--- src/rtl/mem_stage_ctrl.sv ---
// MEM-stage access controller: issues one memory request per load/store, stalls the
// pipeline until the access completes or times out, and returns registered load data.
module mem_stage_ctrl #(
    parameter int unsigned TIMEOUT = 15
) (
    input  logic        i_clock,
    input  logic        i_reset,
    input  logic        i_valid_in,
    input  logic        i_is_load,
    input  logic        i_is_store,
    input  logic [31:0] i_addr_in,
    input  logic [31:0] i_wdata_in,
    input  logic        i_mem_ack,
    input  logic [31:0] i_mem_rdata,
    output logic        o_mem_req,
    output logic        o_mem_we,
    output logic [31:0] o_mem_addr,
    output logic [31:0] o_mem_wdata,
    output logic        o_stall,
    output logic [31:0] o_rdata_out,
    output logic        o_rdata_valid,
    output logic        o_timeout_err
);

    typedef enum logic [1:0] {StIdle, StBusy, StDone} state_t;

    localparam logic [7:0] LIMIT = 8'(TIMEOUT - 1);

    state_t      r_state;
    state_t      w_state_next;
    logic [7:0]  r_cnt;
    logic        r_we;
    logic [31:0] r_addr;
    logic [31:0] r_wdata;
    logic [31:0] r_rdata;
    logic        r_rdata_valid;
    logic        r_timeout_err;
    logic        w_start;
    logic        w_busy;
    logic        w_limit;

    assign w_start = (r_state == StIdle) && i_valid_in && (i_is_load || i_is_store);
    assign w_busy  = (r_state == StBusy);
    assign w_limit = (r_cnt == LIMIT);

    always_comb begin
        w_state_next = r_state;
        unique case (r_state)
            StIdle:  if (w_start) w_state_next = StBusy;
            StBusy:  if (i_mem_ack || w_limit) w_state_next = StDone;
            StDone:  w_state_next = StIdle;
            default: w_state_next = StIdle;
        endcase
    end

    always_ff @(posedge i_clock) begin
        if (i_reset) begin
            r_state       <= StIdle;
            r_cnt         <= '0;
            r_we          <= 1'b0;
            r_addr        <= '0;
            r_wdata       <= '0;
            r_rdata       <= '0;
            r_rdata_valid <= 1'b0;
            r_timeout_err <= 1'b0;
        end else begin
            r_state       <= w_state_next;
            r_rdata_valid <= 1'b0;
            r_timeout_err <= 1'b0;
            if (w_start) begin
                // Store wins when both flags are set.
                r_addr  <= i_addr_in;
                r_wdata <= i_wdata_in;
                r_we    <= i_is_store;
                r_cnt   <= '0;
            end
            if (w_busy) begin
                // Ack is checked first so an ack on the limit cycle completes normally.
                if (i_mem_ack) begin
                    if (!r_we) begin
                        r_rdata       <= i_mem_rdata;
                        r_rdata_valid <= 1'b1;
                    end
                end else if (w_limit) begin
                    r_rdata       <= '0;
                    r_timeout_err <= 1'b1;
                end else begin
                    r_cnt <= r_cnt + 8'd1;
                end
            end
        end
    end

    assign o_mem_req     = w_busy;
    assign o_mem_we      = r_we && w_busy;
    assign o_mem_addr    = r_addr;
    assign o_mem_wdata   = r_wdata;
    assign o_stall       = !i_reset && (w_start || w_busy);
    assign o_rdata_out   = r_rdata;
    assign o_rdata_valid = r_rdata_valid;
    assign o_timeout_err = r_timeout_err;

endmodule

--- config.mk ---
export PLATFORM = sky130hd
export DESIGN_NAME = mem_stage_ctrl
export DESIGN_NICKNAME = d
export VERILOG_FILES = /design/src/rtl/mem_stage_ctrl.sv
export SDC_FILE = /design/constraint.sdc
export NUM_CORES = 1
export LEC_CHECK = 0
export ABC_AREA = 1
export ABC_CLOCK_PERIOD_IN_PS = 1700
export CAP_MARGIN = 0
export CORE_AREA = 2 2 102 104
export CTS_BUF_LIST = sky130_fd_sc_hd__clkbuf_8
export CTS_CLUSTER_DIAMETER = 40
export DETAILED_ROUTE_END_ITERATION = 10
export DIE_AREA = 0 0 104 106
export PLACE_DENSITY = 0.8
export SYNTH_ARGS = -nofsm -noshare
export SYNTH_HDL_FRONTEND = slang
export SYNTH_SLANG_ARGS = --single-unit
--- constraint.sdc ---
create_clock -name i_clock -period 1.7 [get_ports i_clock]
set_clock_uncertainty 0.2 [all_clocks]
set_input_delay 0.51 -clock i_clock [delete_from_list [all_inputs] [get_ports i_clock]]
set_output_delay 0.51 -clock i_clock [all_outputs]
set_load 0.01 [all_outputs]
-- After elaboration in Yosys (flattened, before gate mapping)
Index checks and enable logic that the tools add are counted.
- bits in registers: 109
- latch bits: 0
- bits in writable memories: 0
- ROM bits: 0
- bits of input ports: 102
- output and inout bits: 101
- logic and storage cells: 42
- memories: 0
- add/subtract/negate cells: 1
- multipliers: 0
- div/mod/pow operators: 0
- order comparisons: 0
- equal/unequal tests: 5
- shift operators: 0
- muxes and demuxes: 12
- bitwise operators: 2
- reduce and logical (&&, ||, !) cells: 14
- operators with widths (operator ; count):
    $mux 32 ; 3
    $mux 8 ; 4
    $add 8x1->8 const B ; 1
    $eq 8x4->1 const B ; 1
    $reduce_or 3->1 ; 2
    $logic_and 1x1->1 ; 4
    $mux 2 ; 2
    $ne 2x2->1 const B ; 2
    $pmux 2 s2 ; 1
    $logic_or 1x1->1 ; 3
    $reduce_and 3->1 ; 1
    $eq 2x1->1 const B ; 1
    $logic_not 2->1 ; 1
    $mux 1 ; 2
    $ne 2x1->1 const B ; 1
    $not 1->1 ; 2
    $reduce_and 2->1 ; 1
    $reduce_bool 2->1 ; 1
    $logic_not 1->1 ; 1

-- Longest topological paths before layout
- depth after elaboration: 7
- gate-level depth with buffers: 9
- gate-level depth less buffers: 8

-- Worst setup path after synthesis
Ideal clock, no wire load.
- path type: in2out
- start point: in i_is_load
- end point: out o_stall
- data arrival time: 1.113 ns
- required time: 0.990 ns
- slack: -0.123 ns
- stages on the path: 5
- buffers on the path: 1
- cells stage by stage: inv_1 > nand2_1 > nand3_1 > buf_2 > o21ai_0
- word-level cells in the longest chain between the ends: 4
- ends and longest elaborated chain (item ; line ; source):
    from (decl) ; 9 ; input logic i_is_load,
    $logic_or 1x1->1 ; 42 ; assign w_start = (r_state == StIdle) && i_valid_in && (i_is_load || i_is_store);
    $logic_and 1x1->1 ; 42 ;
    $logic_or 1x1->1 ; 98 ; assign o_stall = !i_reset && (w_start || w_busy);
    $logic_and 1x1->1 ; 98 ;
    to (decl) ; 19 ; output logic o_stall,
Every way passes these cells.

-- Worst setup path after layout
- start point: in i_is_store
- end point: out o_stall
- word-level cells in the longest chain between the ends: 4
- ends and longest elaborated chain (item ; line ; source):
    from (decl) ; 10 ; input logic i_is_store,
    $logic_or 1x1->1 ; 42 ;
    $logic_and 1x1->1 ; 42 ;
    $logic_or 1x1->1 ; 98 ;
    $logic_and 1x1->1 ; 98 ;
Every way passes these cells.

==> flow_metrics.py <==
metrics = {
    "job": {
        "maxCapViolCount": 0,
    },
    "detailed_routing": {
        "first_iter_violations": 237,
        "top_layer": "met4",
        "viasPerCell": 4.55,
        "num_vias": 3954,
        "ant_nets": 0,
        "wl_met2_mm": 5.87,
        "wl_met1_mm": 4.68,
        "met3_length_um": 569,
        "wl_per_cell_um": 13.2,
        "drc": 0,
        "postRouteWirelength_mm": 11.5,
        "first_pass_iters": 4,
    },
    "die": {
        "initial_core_util_pct": 39.7,
        "rows": 37,
        "core-area_um2": 10000,
        "dieArea_um2": 11000,
        "dieWidth_um": 104,
        "die_h_um": 106,
        "pin_count": 203,
    },
    "finish": {
        "fillCellCount": 899,
        "finalNetCount": 832,
        "regArea_um2": 2200,
        "diodes": 0,
        "syn_to_final_growth_pct": 56.8,
        "layout-drive-gt1-share_pct": 21.1,
        "multi_input_area_um2": 1560,
    },
    "global_route": {
        "overflow": 0,
        "antenna_found_initial": 0,
        "grt_pass1_vias": 3758,
        "grt.total_usage_pct": 19.9,
        "grt_max_degree": 39,
        "grt_pass1_wl_mm": 17.9,
    },
    "yosys": {
        "synth_edf_count": 0,
        "syn_area_um2": 3970,
        "synthTopCellsByArea": "dfxtp_1 (55%), nand2_1 (27%), nand3_1 (5.2%)",
        "synth_flop_cell": "dfxtp_1",
        "async_flop_share_pct": 0,
        "yosysMostFrequentCell": "nand2_1",
        "ys_seq_area_share_pct": 55.0,
        "synth_top_area_share_pct": 55.0,
        "syn_nets": 623,
        "yosysUniqueCellTypes": 23,
        "ys_warn_count": 0,
        "synthCells": 519,
        "synth_commonest_cells": "nand2_1 (286), dfxtp_1 (109), nand3_1 (41)",
        "syn_area_per_cell_um2": 7.64,
        "synth_seq_cells": 109,
        "synth_top_area_cell": "dfxtp_1",
    },
    "clock_network": {
        "path_clk_slew_ns": 0.09,
        "cts_root_buffer": "clkbuf_8",
        "numCtsBuffers": 9,
        "clock_sinks": 109,
        "cts_tree": "done",
        "clock_latency_ns": 0.36,
        "cts_hold_buffers": 0,
        "cts_max_path_buffers": 2,
        "htree_levels": 3,
    },
    "sta": {
        "finalMaxSlewViolations": 0,
        "fin_ws_ns": -0.173,
        "hold_viol_final": 0,
        "rsz0062_at_grt": "true",
        "finalCriticalPeriod_ns": 1.87,
        "max_freq_mhz": 534,
        "slew_headroom_pct": 79.0,
        "setup_viol": 3,
        "tightest_slew_ns": 0.314,
        "finalCritPeriodShare_pct": 110,
        "tns_ns": -0.294,
    },
    "worst_setup_path": {
        "reg2reg_from": "r_cnt[0]",
        "path_max_fanout": 2,
        "cp-end-kind": "primary output",
        "cp-startpoint": "i_is_store",
        "rr_worst_depth": 8,
        "cp.arrival_ns": 1.16,
        "cp.required_ns": 0.99,
        "worstSetupStartpointType": "input pin",
        "crit_type": "in2out",
    },
    "power_and_ir_drop": {
        "p_per_area_nw_per_um2": 808,
        "vdd_drop_max_v": 0.000379,
        "finalPower_uw": 5020,
        "power.leakage_uw": 0.00300,
    },
    "placed_design": {
        "gp_congestion": 0.785,
        "place_ws_ns": -0.841,
        "hpwl_mm": 8.25,
        "io_buffers": 202,
    },
    "min_path": {
        "hp-start": "o_mem_addr[26]",
        "min_path_cells": 2,
        "hold_class": "reg2reg",
    },
    "status": {
        "status": "finished with violations",
        "violations": "setup timing",
    },
}
-- state kept, by name, summed over array words and instances (netlist names) --
| name | cells |
|---|---|
| o_rdata_valid | 1 |
| o_mem_wdata | 32 |
| o_rdata_out | 32 |
| r_we | 1 |
| o_mem_addr | 32 |
| r_cnt | 8 |
| r_state | 2 |
| o_timeout_err | 1 |
-- area by class of cell --
type                            count  share of cell area [%]
Clock inverter                      6                   0.644
Clock buffer                       10                    2.21
Timing Repair Buffer              223                    32.8
Inverter                           16                    1.05
Sequential cell                   109                    35.4
Tap cell                          136                    2.74
Multi-Input combinational cell    369                    25.1
-- where the power goes --
part           internal [µW]  switching (µW)  leakage (µW)
registers               2690            68.3      0.000897
logic                    451             376       0.00202
clock network            568             870     0.0000857
-- cells in the final DEF, fill, tap and decap left out --
master,netlist,layout
a21oi_1,8,7
a21oi_2,0,1
buf_12,0,6
buf_2,8,3
buf_4,1,12
buf_6,14,2
clkbuf_16,0,2
clkbuf_2,0,53
clkbuf_8,0,10
clkdlybuf4s15_1,0,21
clkdlybuf4s15_2,0,22
clkdlybuf4s50_1,0,96
clkinv_2,0,1
clkinv_4,0,1
clkinvlp_4,0,3
dfxtp_1,109,91
dfxtp_2,0,18
dlygate4sd2_1,0,5
dlymetal6s2s_1,0,1
ha_1,2,2
inv_1,12,11
inv_2,4,4
inv_4,0,2
nand2_1,286,284
nand2_2,1,2
nand2_4,0,1
nand3_1,41,39
nand3_2,0,2
nand3b_1,1,1
nor2_1,17,14
nor2_2,2,4
nor2_4,1,2
nor3_1,3,3
nor3_4,1,1
o21a_1,1,1
o21ai_0,3,2
o21ai_2,1,2
o21ai_4,0,1
-- routing by layer --
metal  vias to the layer above  GRT usage, %
met5                         -             0
met4                         0          10.4
met3                        32          3.31
met2                       139          36.2
met1                      1772          22.5
li1                       2011             -
-- worst max-delay path, cell delays in order --
cell and delay (ns):
dlygate4sd2_1 0.22, inv_1 0.04, nand2_1 0.07, nand3_2 0.09
o21ai_2 0.11, buf_2 0.13
-- kinds of logic (layout without fill, tap and decap cells) --
group | count (synthesis) | count (layout) | synth area share, %
fa+ha+maj | 2 | 2 | 0.631
compound gates | 14 | 14 | 1.92
buf+inv | 41 | 255 | 6.87
simple gates | 353 | 353 | 35.6
flops | 109 | 109 | 55.0
-- final timing paths --
kind / to / slack (ns)
setup / recovery: o_stall / -0.17
hold / removal: o_mem_addr[26] / 0.25
setup reg to reg: o_rdata_out[4] / 0.07
hold reg to reg: o_mem_addr[26] / 0.25
-- repair_timing --
| action | CTS | global route |
|---|---|---|
| setup endpoints to repair | 168 | 172 |
| pin swaps | 5 | 3 |
| buffers inserted | 1 | 0 |
| cloned | 0 | 2 |
| gates resized for setup | 237 | 87 |
-- stage by stage --
step	cell area [µm²]	instances	hold slack (ns)	utilization, %
floorplan	3970	519	0.269	-
global placement	6170	851	0.226	61.7
detailed placement	6170	851	0.231	61.7
CTS	6380	868	0.251	63.8
global route	6220	869	0.268	62.2
finish	6220	869	0.247	62.2
(Power assumes the default switching activity.)
